`src/rtl/bin_to_bcd_seq.sv`:
```
// ---------------------------------------------------------------------------
// bin_to_bcd_seq
//   Sequential shift-and-add-3 (double dabble) binary-to-BCD converter for the
//   ALU result display path. A request loads the magnitude of i_data into a
//   binary shift register. One bit is then moved into the BCD accumulator per
//   cycle. After NB_DATA shifts the digits, the sign and a leading-zero digit
//   mask are registered together on the outputs. The outputs hold steady
//   between conversions, so the displays never show a partial value.
//
// Parameters
//   NB_DATA    width of the binary input and number of shift cycles
//   NB_DIGITS  BCD digits produced (10**NB_DIGITS must exceed 2**NB_DATA)
//
// Ports
//   i_clk       system clock, rising edge
//   i_rst_n     asynchronous reset, active low
//   i_start     conversion request, honoured only while idle
//   i_signed    treat i_data as two's complement (sampled with i_start)
//   i_data      binary value (sampled with i_start)
//   o_busy      conversion in progress
//   o_done      one-cycle pulse when a new result appears on the outputs
//   o_bcd       BCD digits, digit k at [4k+3:4k], digit 0 = units
//   o_neg       result is negative
//   o_digit_en  digit k lit when it or any higher digit is nonzero; bit 0 always lit
// ---------------------------------------------------------------------------
module bin_to_bcd_seq #(
  parameter int NB_DATA   = 8,
  parameter int NB_DIGITS = 4
) (
  input  logic                   i_clk,
  input  logic                   i_rst_n,
  input  logic                   i_start,
  input  logic                   i_signed,
  input  logic [NB_DATA-1:0]     i_data,
  output logic                   o_busy,
  output logic                   o_done,
  output logic [4*NB_DIGITS-1:0] o_bcd,
  output logic                   o_neg,
  output logic [NB_DIGITS-1:0]   o_digit_en
);

  localparam int NB_BCD = 4 * NB_DIGITS;
  localparam int NB_CNT = (NB_DATA > 1) ? $clog2(NB_DATA) : 1;
  localparam logic [NB_CNT-1:0] LAST_CNT = NB_CNT'(NB_DATA - 1);

  typedef enum logic {
    ST_IDLE  = 1'b0,
    ST_SHIFT = 1'b1
  } state_t;

  state_t state, state_next;

  logic [NB_DATA-1:0]   bin_reg, bin_next;
  logic [NB_BCD-1:0]    bcd_reg, bcd_next;
  logic [NB_CNT-1:0]    cnt_reg, cnt_next;
  logic                 sign_reg, sign_next;

  logic                 busy_next, done_next, neg_next;
  logic [NB_BCD-1:0]    obcd_next;
  logic [NB_DIGITS-1:0] en_next;

  logic                 start_sign;
  logic [NB_DATA-1:0]   start_mag;
  logic [NB_BCD-1:0]    bcd_adj, bcd_shift;
  logic [NB_DIGITS-1:0] shift_mask;
  logic                 any_nz;
  logic                 last_shift;

  // The two's complement negation is taken modulo 2**NB_DATA. Because the
  // result is read as unsigned, the most negative input maps to 2**(NB_DATA-1).
  always_comb begin
    start_sign = i_signed & i_data[NB_DATA-1];
    start_mag  = start_sign ? (~i_data + NB_DATA'(1)) : i_data;
  end

  // Add-3 correction: every nibble of 5 or more is bumped before the shift,
  // so the doubling carries correctly into the next decimal digit.
  always_comb begin
    bcd_adj = bcd_reg;
    for (int k = 0; k < NB_DIGITS; k++) begin
      if (bcd_reg[4*k +: 4] >= 4'd5) begin
        bcd_adj[4*k +: 4] = bcd_reg[4*k +: 4] + 4'd3;
      end
    end
    bcd_shift  = {bcd_adj[NB_BCD-2:0], bin_reg[NB_DATA-1]};
    last_shift = (cnt_reg == LAST_CNT);
  end

  // Leading-zero blanking: scanning from the top digit down, a digit stays
  // lit once any nonzero digit has been seen. The units digit is always lit,
  // so a zero result still shows a single "0".
  always_comb begin
    any_nz     = 1'b0;
    shift_mask = '0;
    for (int k = NB_DIGITS - 1; k >= 0; k--) begin
      any_nz        = any_nz | (bcd_shift[4*k +: 4] != 4'd0);
      shift_mask[k] = any_nz;
    end
    shift_mask[0] = 1'b1;
  end

  // State register.
  always_ff @(posedge i_clk or negedge i_rst_n) begin
    if (!i_rst_n) begin
      state <= ST_IDLE;
    end else begin
      state <= state_next;
    end
  end

  // Next-state logic. While shifting, a request is ignored.
  always_comb begin
    state_next = state;
    case (state)
      ST_IDLE:  if (i_start)    state_next = ST_SHIFT;
      ST_SHIFT: if (last_shift) state_next = ST_IDLE;
      default:  state_next = ST_IDLE;
    endcase
  end

  // Next values for the datapath and the registered outputs. The visible
  // result registers change only on the final shift, and hold otherwise.
  always_comb begin
    bin_next  = bin_reg;
    bcd_next  = bcd_reg;
    cnt_next  = cnt_reg;
    sign_next = sign_reg;
    busy_next = (state_next == ST_SHIFT);
    done_next = 1'b0;
    obcd_next = o_bcd;
    neg_next  = o_neg;
    en_next   = o_digit_en;
    case (state)
      ST_IDLE: begin
        if (i_start) begin
          bin_next  = start_mag;
          bcd_next  = '0;
          cnt_next  = '0;
          sign_next = start_sign;
        end
      end
      ST_SHIFT: begin
        bin_next = bin_reg << 1;
        bcd_next = bcd_shift;
        cnt_next = cnt_reg + NB_CNT'(1);
        if (last_shift) begin
          done_next = 1'b1;
          obcd_next = bcd_shift;
          neg_next  = sign_reg;
          en_next   = shift_mask;
        end
      end
      default: ;
    endcase
  end

  // Datapath and output registers. A reset aborts any conversion in progress.
  always_ff @(posedge i_clk or negedge i_rst_n) begin
    if (!i_rst_n) begin
      bin_reg    <= '0;
      bcd_reg    <= '0;
      cnt_reg    <= '0;
      sign_reg   <= 1'b0;
      o_busy     <= 1'b0;
      o_done     <= 1'b0;
      o_bcd      <= '0;
      o_neg      <= 1'b0;
      o_digit_en <= NB_DIGITS'(1);
    end else begin
      bin_reg    <= bin_next;
      bcd_reg    <= bcd_next;
      cnt_reg    <= cnt_next;
      sign_reg   <= sign_next;
      o_busy     <= busy_next;
      o_done     <= done_next;
      o_bcd      <= obcd_next;
      o_neg      <= neg_next;
      o_digit_en <= en_next;
    end
  end

endmodule
```
`config.mk`:
```
export PLATFORM = sky130hd
export DESIGN_NAME = bin_to_bcd_seq
export DESIGN_NICKNAME = d
export VERILOG_FILES = /design/src/rtl/bin_to_bcd_seq.sv
export SDC_FILE = /design/constraint.sdc
export NUM_CORES = 1
export LEC_CHECK = 0
export ABC_AREA = 1
export ABC_CLOCK_PERIOD_IN_PS = 1550
export CAP_MARGIN = 20
export CORE_MARGIN = 3
export CORE_UTILIZATION = 45
export DETAILED_ROUTE_END_ITERATION = 8
export GPL_TIMING_DRIVEN = 1
export PLACE_DENSITY = 0.66
export SYNTH_ARGS = -nofsm -noshare
export SYNTH_HDL_FRONTEND = slang
export SYNTH_SLANG_ARGS = --single-unit
```
`constraint.sdc`:
```
create_clock -name i_clk -period 1.55 [get_ports i_clk]
set_input_delay 0.2325 -clock i_clk [delete_from_list [all_inputs] [get_ports i_clk]]
set_output_delay 0.2325 -clock i_clk [all_outputs]
set_load 0.01 [all_outputs]
```
* Word-level counts from Yosys, hierarchy flattened *
Index checks and enable logic that the tools add are counted.

storage, ports and cells
  register bits = 50
  output and inout port bits = 23
  logic and storage cells = 47

operators by class
  add/subtract/negate cells = 6
  magnitude comparators = 4
  equal/unequal tests = 2
  mux-type cells = 16
  bitwise operators = 5
  reduce and logical (&&, ||, !) cells = 5

operator list
  cell                   number
  $pmux W16 S2           1
  $ge A4 B3 Y1 const B   4
  $mux W16               1
  $mux W8                2
  $pmux W8 S2            1
  $add A4 B2 Y4 const B  3
  $mux W4                3
  $reduce_bool A4 Y1     3
  $add A8 B1 Y8 const B  1
  $not A8 Y8             1
  $mux W3                2
  $pmux W3 S2            1
  $mux W1                4
  $reduce_and A2 Y1      2
  $add A3 B1 Y3 const B  1
  $add A3 B2 Y3 const B  1
  $eq A3 B3 Y1 const B   1
  $ne A2 B2 Y1 const B   1
  $or A1 B1 Y1           2
  $pmux W1 S2            1
  $and A1 B1 Y1          1
  $not A1 Y1             1

* Depth between registers and ports, before layout *
  depth after elaboration = 5
  depth in mapped cells = 12
  gate-level depth less buffers = 12

* Worst setup path after synthesis *
No wires, ideal clock.

  path type = register to register
  start point = register cnt_reg[0]
  end point = register o_digit_en[1]
  data arrival time = 1.318 ns
  data required time = 1.437 ns
  slack = 0.119 ns
  cell stages (with the launch flop) = 8
  path through = dfrtp_1 ha_1 ha_1 nand2_1 inv_1 or2_2 nand2_1 inv_1

on the way
  word-level cells in the longest chain between the ends = 2

ends and longest elaborated chain
  what                                RTL line  RTL
  start, declared                     55        logic [NB_CNT-1:0] cnt_reg, cnt_next;
  start signal, assigned              172       cnt_reg <= cnt_next;
  $eq A3 B3 Y1                        86        last_shift = (cnt_reg == LAST_CNT);
  $reduce_and A2 Y1 (no source line)  -
  end signal, assigned                178       o_digit_en <= en_next;
  end, declared                       39        output logic [NB_DIGITS-1:0] o_digit_en

Every way passes these cells.
A chain may end at the register's enable or synchronous reset.

* Worst setup path in the final report *
  start point = register bcd_reg[8]
  end point = register o_digit_en[1]

on the way
  word-level cells in the longest chain between the ends = 5

ends and longest elaborated chain
  what                                           RTL line  RTL
  start, declared                                54        logic [NB_BCD-1:0] bcd_reg, bcd_next;
  start signal, assigned                         171       bcd_reg <= bcd_next;
  $add A4 B2 Y4 or $ge A4 B3 Y1 (tied branches)  82, 81
  $mux W4 *                                      81        if (bcd_reg[4*k +: 4] >= 4'd5) begin
  $reduce_bool A4 Y1                             96        any_nz = any_nz | (bcd_shift[4*k +: 4] != 4'd0);
  $or A1 B1 Y1 * (2 in a row)                    96

Mark *: on every way between the ends. The rest lies on a longest branch, timed or not.

==> impl_metrics.json <==
{
  "status": "complete, no violations",
  "grt_max_degree": 51,
  "via_per_inst": 5.03,
  "peakVddDrop_mv": 1.15,
  "die_h_um": 80.0,
  "cell_internal_pwr_mw": 4.30,
  "clk_latency_ns": 0.31,
  "numCtsBuffers": 5,
  "synth-compound-area-share": 0.136,
  "hold_violations": 0,
  "p_leak_nw": 1.57,
  "port_buffers": 33,
  "drt_first_pass_iters": 4,
  "nNetsFinal": 367,
  "wl_per_cell_um": 12.9,
  "clk_pin_slew_ns": 0.10,
  "synth_area_leaders": "dfrtp_1, nand2_1, o21ai_0",
  "drt_wl_total_um": 5350,
  "global_route.usage.met3": 0.0372,
  "powerDensity_nw_per_um2": 2200,
  "diodes": 0,
  "syn-cell-area_um2": 2460,
  "hold_path_class": "in -> async",
  "met1_usage": 0.239,
  "fin_crit_ns": 1.48,
  "start_util": 0.473,
  "synth_commonest_cells": "nand2_1, dfrtp_1, o21ai_0",
  "cp_max_fo": 4,
  "syn_area_per_cell_um2": 8.67,
  "io-pin-count": 35,
  "grt_antenna_before_repair": 0,
  "fmax_mhz": 676,
  "yosysMostFrequentCell": "nand2_1",
  "crit_required_ns": 1.75,
  "drc": 0,
  "grt_pass1_vias": 2075,
  "cts_sinks": 50,
  "overflow": 0,
  "drv_cap": 0,
  "pre_cts_ws_ns": -0.133,
  "area.sequential_um2": 1250,
  "core_region_area_um2": 5200,
  "multiInputGateArea_um2": 1200,
  "area_growth_syn_to_layout_pct": 35.0,
  "yosysTopAreaCell": "dfrtp_1",
  "yosysTopAreaCellShare": 0.508,
  "place_area_um2": 2990,
  "skew_ns": 0.0108,
  "final_area_um2": 3330,
  "drv_slew": 0,
  "die_area_um2": 6400,
  "antenna_violating_nets_post_route": 0,
  "htreeDepth": 2,
  "grt_use_met2": 0.312,
  "synth-xor-area-share": 0.0142,
  "critical_path_class": "reg -> reg",
  "synthFlopType": "dfrtp_1",
  "cp-start-kind": "register",
  "synth_nets": 307,
  "ys_types": 29,
  "syn_inst": 284,
  "fin_crit_sh": 0.955,
  "drt-initial-drc-count": 106,
  "cp-end-kind": "register",
  "crit_path_top_delay_cell": "dfrtp_1",
  "setup_viol": 0,
  "combinationalPowerShare": 0.559,
  "yosys_warnings": 0,
  "synth_top_family_by_area": "simple AND/OR/NAND/NOR gates",
  "drive_gt1_frac": 0.264,
  "root_buffer": "clkbuf_8",
  "sw_frac_of_total": 0.413,
  "clock_power_share": 0.124,
  "synthSimpleGateAreaFrac": 0.220,
  "rows": 26,
  "place_congestion": 0.833,
  "clock_path_buffers": 2,
  "vias": 2086,
  "num-fill-cells": 461,
  "synth_seq_cells": 50,
  "grt_usage": 0.185,
  "switchingPower_mw": 3.02,
  "power_frac_seq": 0.317,
  "synthAdderAreaFrac": 0.0559,
  "busiest_layer": "met2",
  "arrival_ns": 1.68,
  "hpwl_um": 3560,
  "setup_ws_ns": 0.0704,
  "grt_pass1_wl_um": 9320,
  "synth_edf_count": 0,
  "yosysSeqAreaShare": 0.508,
  "ys_async_sr_fraction": 1.00,
  "critical_path.max_stage_delay_ns": 0.43,
  "path_cells": "inv_2 > ha_4 > inv_2 > nand2_4 > nand3_4 > nand2_2 > nand2_2 > nor2_4 > nand3_2 > nand2_2 > inv_2",
  "rsz0062_at_grt": "yes",
  "synth_mux_area_frac": 0,
  "cts_tree": "yes",
  "die_w_um": 80.0
}
==> per-stage QoR <==
step                      total power, mW  std cells  TNS (ns)  hold slack [ns]  utilization
final                                7.32        415         0            0.430        0.639
after global routing                 8.00        415   -0.0332            0.455        0.639
after CTS                            6.76        407         0            0.446        0.599
after detailed placement             5.79        397    -0.135            0.244        0.574
after global placement               5.70        397   -0.0853            0.241        0.574
after floorplan                      4.42        284         0          -0.0631            -
==> metal layers <==
layer  share of wire  up-vias
met5               0        -
met4           0.012        0
met3           0.027        8
met2            0.50       26
met1            0.46      996
li1                -     1056
==> critical path, delay by kind of cell (launching register included) <==
| family | cells | cell delay, ns |
|---|---|---|
| buffers and inverters | 3 | 0.19 |
| adders and majority gates | 1 | 0.14 |
| DFF | 1 | 0.43 |
| and+or+nand+nor | 7 | 0.63 |
==> power by group through the flow <==
stage	clock (mW)	combinational [mW]	sequential (mW)
floorplan	0	2.06	2.36
global placement	0	3.40	2.30
detailed placement	0	3.48	2.31
CTS	0.943	3.53	2.29
global route	0.992	4.61	2.40
finish	0.910	4.09	2.32
==> path summary, 6_finish.rpt <==
| check | startpoint | to | slack [ns] | cells after the start |
|---|---|---|---|---|
| min in group i_clk | sign_reg | o_neg | 0.48 | 2 |
| worst max register to register | bcd_reg[8] | o_digit_en[1] | 0.07 | 11 |
| worst min register to register | sign_reg | o_neg | 0.48 | 2 |
| worst min-delay path | i_rst_n | o_done | 0.43 | 3 |
| worst max-delay path | bcd_reg[8] | o_digit_en[1] | 0.07 | 11 |
| max in group asynchronous | i_rst_n | o_busy | 0.88 | 3 |
==> repair_timing <==
action | 4_1_cts | 5_1_grt
gates resized for setup | 2 | 46
pin swaps | 0 | 21
hold buffers | 1 | 0
setup endpoints to repair | 2 | 10
endpoints found under the hold margin | 50 | 0
setup buffers | 1 | 8
==> placed cells by master (no fill, tap or decap), types with 2 or more instances in the layout <==
master	instances
inv_1	18
o21ai_0	29
ha_4	4
clkdlybuf4s50_1	31
o22ai_1	15
o211ai_1	2
clkinv_2	2
nand3_1	10
inv_2	15
dfrtp_1	49
ha_1	6
nor2_2	2
a22o_1	2
clkbuf_8	5
nand2_2	17
nand3_2	4
nand2_4	3
o21ai_1	2
a22oi_1	5
nand2_1	56
nand4_1	6
nor2_1	13
buf_4	25
nor2_4	2
xor2_1	3
==> kinds of logic (layout without fill, tap and decap cells) <==
logic type,Yosys count,after routing
and+or+nand+nor,119,119
AOI/OAI and AO/OA,58,58
DFF,50,50
buffers and inverters,41,102
adders and majority gates,11,11
xor gates and xnor gates,4,4
other,1,1
==> area by class of cell <==
| class | count | share of cell area |
|---|---|---|
| clock inverter | 3 | 0.0120 |
| timing repair buffer | 61 | 0.167 |
| inverter | 33 | 0.0372 |
| multi-input combinational | 193 | 0.360 |
| clock buffer | 5 | 0.0207 |
| sequential | 50 | 0.376 |
| tap | 70 | 0.0263 |
No activity file was read; power rests on OpenSTA's default activity.
